### src/rtl/bram_port_arbiter.sv
// Single-port BRAM arbiter: clears the RAM after reset or on request, then shares the
// port between a priority video reader and the CA engine, returning tagged read data.
module bram_port_arbiter #(
  parameter int unsigned ADDR_W     = 10,
  parameter int unsigned DATA_W     = 16,
  parameter int unsigned RD_LAT     = 1,
  parameter int unsigned STARVE_MAX = 4,
  parameter logic [DATA_W-1:0] CLR_VAL = '0
) (
  input  logic              clk,
  input  logic              rst,
  input  logic              clr,
  output logic              ready,
  input  logic              vid_req,
  input  logic [ADDR_W-1:0] vid_addr,
  output logic              vid_gnt,
  output logic              vid_rvalid,
  output logic [DATA_W-1:0] vid_rdata,
  input  logic              eng_req,
  input  logic              eng_we,
  input  logic [1:0]        eng_be,
  input  logic [ADDR_W-1:0] eng_addr,
  input  logic [DATA_W-1:0] eng_wdata,
  output logic              eng_gnt,
  output logic              eng_rvalid,
  output logic [DATA_W-1:0] eng_rdata,
  output logic              ram_en,
  output logic [1:0]        ram_we,
  output logic [ADDR_W-1:0] ram_addr,
  output logic [DATA_W-1:0] ram_din,
  output logic              ram_regce,
  input  logic [DATA_W-1:0] ram_dout
);

  localparam int unsigned PIPE_N = RD_LAT + 2;
  localparam int unsigned SW     = (STARVE_MAX > 0) ? $clog2(STARVE_MAX + 1) : 1;
  localparam logic [SW-1:0] STARVE_LIM = SW'(STARVE_MAX);

  typedef enum logic [1:0] {
    S_CLEAR,
    S_RUN,
    S_DRAIN
  } state_t;

  state_t              r_state;
  logic [ADDR_W-1:0]   r_clr_cnt;
  logic                r_clr_last;
  logic                r_ready;
  logic                r_ram_en;
  logic [1:0]          r_ram_we;
  logic [ADDR_W-1:0]   r_ram_addr;
  logic [DATA_W-1:0]   r_ram_din;
  logic [SW-1:0]       r_starve;
  logic [PIPE_N-1:0]   r_pv;
  logic [PIPE_N-1:0]   r_pt;
  logic [DATA_W-1:0]   r_cap;
  logic                r_vid_rvalid;
  logic                r_eng_rvalid;
  logic [DATA_W-1:0]   r_vid_rdata;
  logic [DATA_W-1:0]   r_eng_rdata;

  logic w_run;
  logic w_eng_gnt;
  logic w_vid_gnt;
  logic w_rd_acc;

  always_comb begin
    w_run     = (r_state == S_RUN);
    w_eng_gnt = w_run && eng_req && (!vid_req || (r_starve == STARVE_LIM));
    w_vid_gnt = w_run && vid_req && !w_eng_gnt;
    w_rd_acc  = w_vid_gnt || (w_eng_gnt && !eng_we);
  end

  // The last clear write is issued one edge before RUN so that ready rises
  // only after the final word has actually been written by the BRAM.
  always_ff @(posedge clk or posedge rst) begin
    if (rst) begin
      r_state    <= S_CLEAR;
      r_clr_cnt  <= '0;
      r_clr_last <= 1'b0;
      r_ready    <= 1'b0;
      r_ram_en   <= 1'b0;
      r_ram_we   <= '0;
      r_ram_addr <= '0;
      r_ram_din  <= '0;
    end else begin
      r_ram_en <= 1'b0;
      r_ram_we <= '0;
      case (r_state)
        S_CLEAR: begin
          if (r_clr_last) begin
            r_clr_last <= 1'b0;
            r_state    <= S_RUN;
            r_ready    <= 1'b1;
          end else begin
            r_ram_en   <= 1'b1;
            r_ram_we   <= '1;
            r_ram_addr <= r_clr_cnt;
            r_ram_din  <= CLR_VAL;
            r_clr_cnt  <= r_clr_cnt + 1'b1;
            if (r_clr_cnt == '1) r_clr_last <= 1'b1;
          end
        end
        S_RUN: begin
          if (w_eng_gnt) begin
            r_ram_en   <= 1'b1;
            r_ram_we   <= eng_we ? eng_be : 2'b00;
            r_ram_addr <= eng_addr;
            r_ram_din  <= eng_wdata;
          end else if (w_vid_gnt) begin
            r_ram_en   <= 1'b1;
            r_ram_addr <= vid_addr;
          end
          if (clr) begin
            r_state <= S_DRAIN;
            r_ready <= 1'b0;
          end
        end
        S_DRAIN: begin
          // Only the output stage may still be busy; its data is already captured.
          if (r_pv[RD_LAT:0] == '0) r_state <= S_CLEAR;
        end
        default: r_state <= S_CLEAR;
      endcase
    end
  end

  always_ff @(posedge clk or posedge rst) begin
    if (rst) begin
      r_starve     <= '0;
      r_pv         <= '0;
      r_pt         <= '0;
      r_cap        <= '0;
      r_vid_rvalid <= 1'b0;
      r_eng_rvalid <= 1'b0;
      r_vid_rdata  <= '0;
      r_eng_rdata  <= '0;
    end else begin
      if (!eng_req || w_eng_gnt) begin
        r_starve <= '0;
      end else if (w_vid_gnt && (r_starve != STARVE_LIM)) begin
        r_starve <= r_starve + 1'b1;
      end

      r_pv <= {r_pv[PIPE_N-2:0], w_rd_acc};
      r_pt <= {r_pt[PIPE_N-2:0], w_eng_gnt};

      if (r_pv[RD_LAT]) r_cap <= ram_dout;

      r_vid_rvalid <= r_pv[PIPE_N-1] && !r_pt[PIPE_N-1];
      r_eng_rvalid <= r_pv[PIPE_N-1] &&  r_pt[PIPE_N-1];
      if (r_pv[PIPE_N-1] && !r_pt[PIPE_N-1]) r_vid_rdata <= r_cap;
      if (r_pv[PIPE_N-1] &&  r_pt[PIPE_N-1]) r_eng_rdata <= r_cap;
    end
  end

  assign ready      = r_ready;
  assign vid_gnt    = w_vid_gnt;
  assign eng_gnt    = w_eng_gnt;
  assign vid_rvalid = r_vid_rvalid;
  assign vid_rdata  = r_vid_rdata;
  assign eng_rvalid = r_eng_rvalid;
  assign eng_rdata  = r_eng_rdata;
  assign ram_en     = r_ram_en;
  assign ram_we     = r_ram_we;
  assign ram_addr   = r_ram_addr;
  assign ram_din    = r_ram_din;
  assign ram_regce  = 1'b1;

endmodule

### config.mk
export PLATFORM = sky130hd
export DESIGN_NAME = bram_port_arbiter
export DESIGN_NICKNAME = d
export VERILOG_FILES = /design/src/rtl/bram_port_arbiter.sv
export SDC_FILE = /design/constraint.sdc
export NUM_CORES = 1
export LEC_CHECK = 0
export ABC_CLOCK_PERIOD_IN_PS = 5950
export BUFFER_PORTS_ARGS = -buffer_cell sky130_fd_sc_hd__buf_4
export CAP_MARGIN = 20
export CORE_UTILIZATION = 32
export CTS_BUF_LIST = sky130_fd_sc_hd__clkbuf_2 sky130_fd_sc_hd__clkbuf_4 sky130_fd_sc_hd__clkbuf_8
export DETAILED_ROUTE_END_ITERATION = 10
export PLACE_DENSITY = 0.56
export SETUP_SLACK_MARGIN = 0.3
export SLEW_MARGIN = 20
export SYNTH_ARGS = -nofsm -noshare
export SYNTH_HDL_FRONTEND = slang
export SYNTH_SLANG_ARGS = --single-unit
### constraint.sdc
create_clock -name clk -period 5.95 [get_ports clk]
set_input_delay 1.785 -clock clk [delete_from_list [all_inputs] [get_ports clk]]
set_output_delay 1.785 -clock clk [all_outputs]
set_load 0.02 [all_outputs]
==> metrics <==
synthesized area per cell=12.0 um2; first-pass GRT wire length=14800 um; FF-to-FF path depth=5; Clock Sinks=102; CTS resizes=0; Core ar.=12800 um2; Final setup viols=0; Fill cells=1204; Post-Syn Instances=353; TritonCTS Buffers=9; nature of the critical path startpoint=input pin; Worst Tran Pin Value=0.936 ns; placed insts=631; GRT overflow=0; Max Freq=213 MHz; Post-Route WL=9700 um; IO buf count=125; Post-synth top flop=dfrtp_1; VDD IR-drop max=0.0000871 V; CTS tree=yes; hold depth=0; total power=1.19 mW; Initial Util=33.1%; latest clock arrival within the worst-skew pair=0.36 ns; Clock Tree Root=clkbuf_8; routed via count=2998; hold crit path type=reg -> reg; synthesized flop and latch total=102; hold path endpoint=r_pt[2]; die width=117 um; Max Buffers Root-to-Sink=2; status=finished clean; Placer Congestion=0.842; DRT Pass-1 Iters=4; Seq/Total Area, Yosys=60.4%; Via density=4.63; non-filler cells, final=647; Tmin final=4.69 ns; Seq. cell area=2550 um2; met2 WL=4590 um; Die Height=117 um; H-tree levels=3; final setup TNS=0 ns; DRC=0; static leakage=2.77 nW; max_slew headroom=37.6%; Final ANT Viol Nets=0; top-area cell type share of the netlist area=60.4%; Worst R2R End=ram_we[0]; Tcrit/Tclk final=78.7%; nets@finish=533; gr usage total=14.4%; cts hold-fix bufs=0; initial drt markers=130; crit path capture type=output pin; Reg clk slew, reported paths=0.09 ns; vias in the first global route=2844; area growth from synthesis to layout=29.9%; Pwr per Cell Area=217 nW/um2; met3 routed WL=491 um; initial antenna violation count=0; RSZ-0062 raised after global routing=false; Critical Path RT=4.16 ns; I/O pins=127; top cells by area, synth=dfrtp_1 (60%), mux2_2 (13%), o21ai_0 (3.8%); crit path kind=in -> out; Pins Over Slew Limit=0; clock skew=0.00779 ns; reg2reg start=r_state[0]; Hold Startpoint=r_pt[1]; synth warn=0; maximum fanout along the worst path=13; dpl ws=1.27 ns; detailed placement HPWL=6890 um; largest net degree at the start of global routing=62; Antenna diodes=0; Die ar.=13700 um2; post-CTS setup buffer count=0; Worst R2R Setup Slack=3.59 ns; max-cap check violation count=0; max layer used=met4; cell taking the most area after synthesis=dfrtp_1; Multi-input gate area=1440 um2; Post-Synthesis Cell Area=4230 um2; final hold violation count=0; arrival time worst endpoint=2.90 ns; Critical Path Start=vid_req; Post-synth ARST share=100%; wl on met1=4570 um; Syn Nets=416; Distinct cells, synth=36; FP Rows=41; final worst slack=1.26 ns; share of cells above drive strength 1=42.3%; Post-synth EDFFs=0; routed length per placed instance=15.0 um
cells in the final DEF, fill, tap and decap left out:
cell type,instances
buf_4,126
dfrtp_1,102
mux2_2,49
inv_1,33
o21ai_0,32
nand3_1,22
nor2_1,13
a21oi_1,12
clkbuf_8,11
a211oi_1,10
a31oi_1,10
nand2_1,10
xnor2_1,5
and3_1,4
xor2_1,4
a21boi_0,4
ha_1,3
clkinvlp_4,3
nand2b_1,2
a21o_2,2
nor2b_2,1
a21bo_2,1
or2_2,1
nor3_4,1
and3_2,1
and4_1,1
nand4_4,1
or3_1,1
nand4_1,1
nor3_1,1
o21bai_1,1
inv_4,1
a31o_2,1
nor3b_1,1
nor2b_1,1
conb_1,1
clkinv_2,1
bufinv_16,1
power breakdown:
group / total, mW / internal, mW / switching [mW]
clock network: 0.451 / 0.217 / 0.234
registers: 0.693 / 0.693 / 0.00000000809
logic: 0.0502 / 0.0265 / 0.0237
total: 1.19 / 0.936 / 0.258
state kept, by name, indices dropped and copies added (netlist names):
| signal | flops |
|---|---|
| ram_addr | 10 |
| r_pv | 3 |
| vid_rvalid | 1 |
| ram_din | 16 |
| r_cap | 16 |
| r_pt | 3 |
| ram_we | 2 |
| r_state | 2 |
| eng_rvalid | 1 |
| r_clr_last | 1 |
| ready | 1 |
| eng_rdata | 16 |
| r_starve | 3 |
| r_clr_cnt | 10 |
| ram_en | 1 |
| vid_rdata | 16 |
stage by stage:
stage	utilization [%]	hold WS [ns]	instance area, um2
after floorplan	-	0.331	4230
after global placement	41.3	0.335	5280
after detailed placement	41.3	0.343	5280
after CTS	43.0	0.365	5490
after global routing	43.0	0.382	5490
final	43.0	0.358	5490
cell families (layout without fill, tap and decap cells):
family                     Yosys count  in the layout  share of synthesized area [%]
other                                1              1                         0.0887
and+or+nand+nor                     62             62                           7.90
AOI/OAI and AO/OA                   73             73                           10.2
xor gates and xnor gates             9              9                           1.86
buffers and inverters               54            176                           5.62
muxes                               49             49                           13.1
DFF                                102            102                           60.4
adders and majority gates            3              3                          0.888
area by class of cell:
type	count	share of cell area [%]
flip-flops and latches	102	46.5
multi-input cells	197	26.2
repair buffers	126	17.2
well taps	172	3.92
clock buffers	11	2.76
inverters	34	2.37
clock inverters	5	1.05
worst max path at each step:
stage	to	slack (ns)	cells past startpoint
floorplan	eng_rdata[0]	1.49	1
global placement	eng_gnt	1.30	5
detailed placement	eng_gnt	1.27	5
CTS	eng_gnt	1.27	5
global route	eng_gnt	1.17	5
finish	eng_gnt	1.26	5
cells in the mapped netlist (all sizes together) (3+ instances only):
cell type,instances
ha,3
and3,5
nor2,13
nand2,10
o21ai,32
a211oi,10
nand3,22
buf,15
xor2,4
inv,34
a21oi,12
a21boi,4
dfrtp,102
mux2,49
xnor2,5
a31oi,10
clkbuf,5
critical path, cell delays in order:
cell	delay [ns]
buf_4	0.12
a21bo_2	0.31
nand3_1	0.14
inv_1	0.33
buf_4	0.21
metal layers:
metal,track usage (%),vias up
li1,-,1433
met1,19.6,1461
met2,23.0,100
met3,3.24,4
met4,4.30,0
met5,0,-
Power figures use the tool's default switching activity.
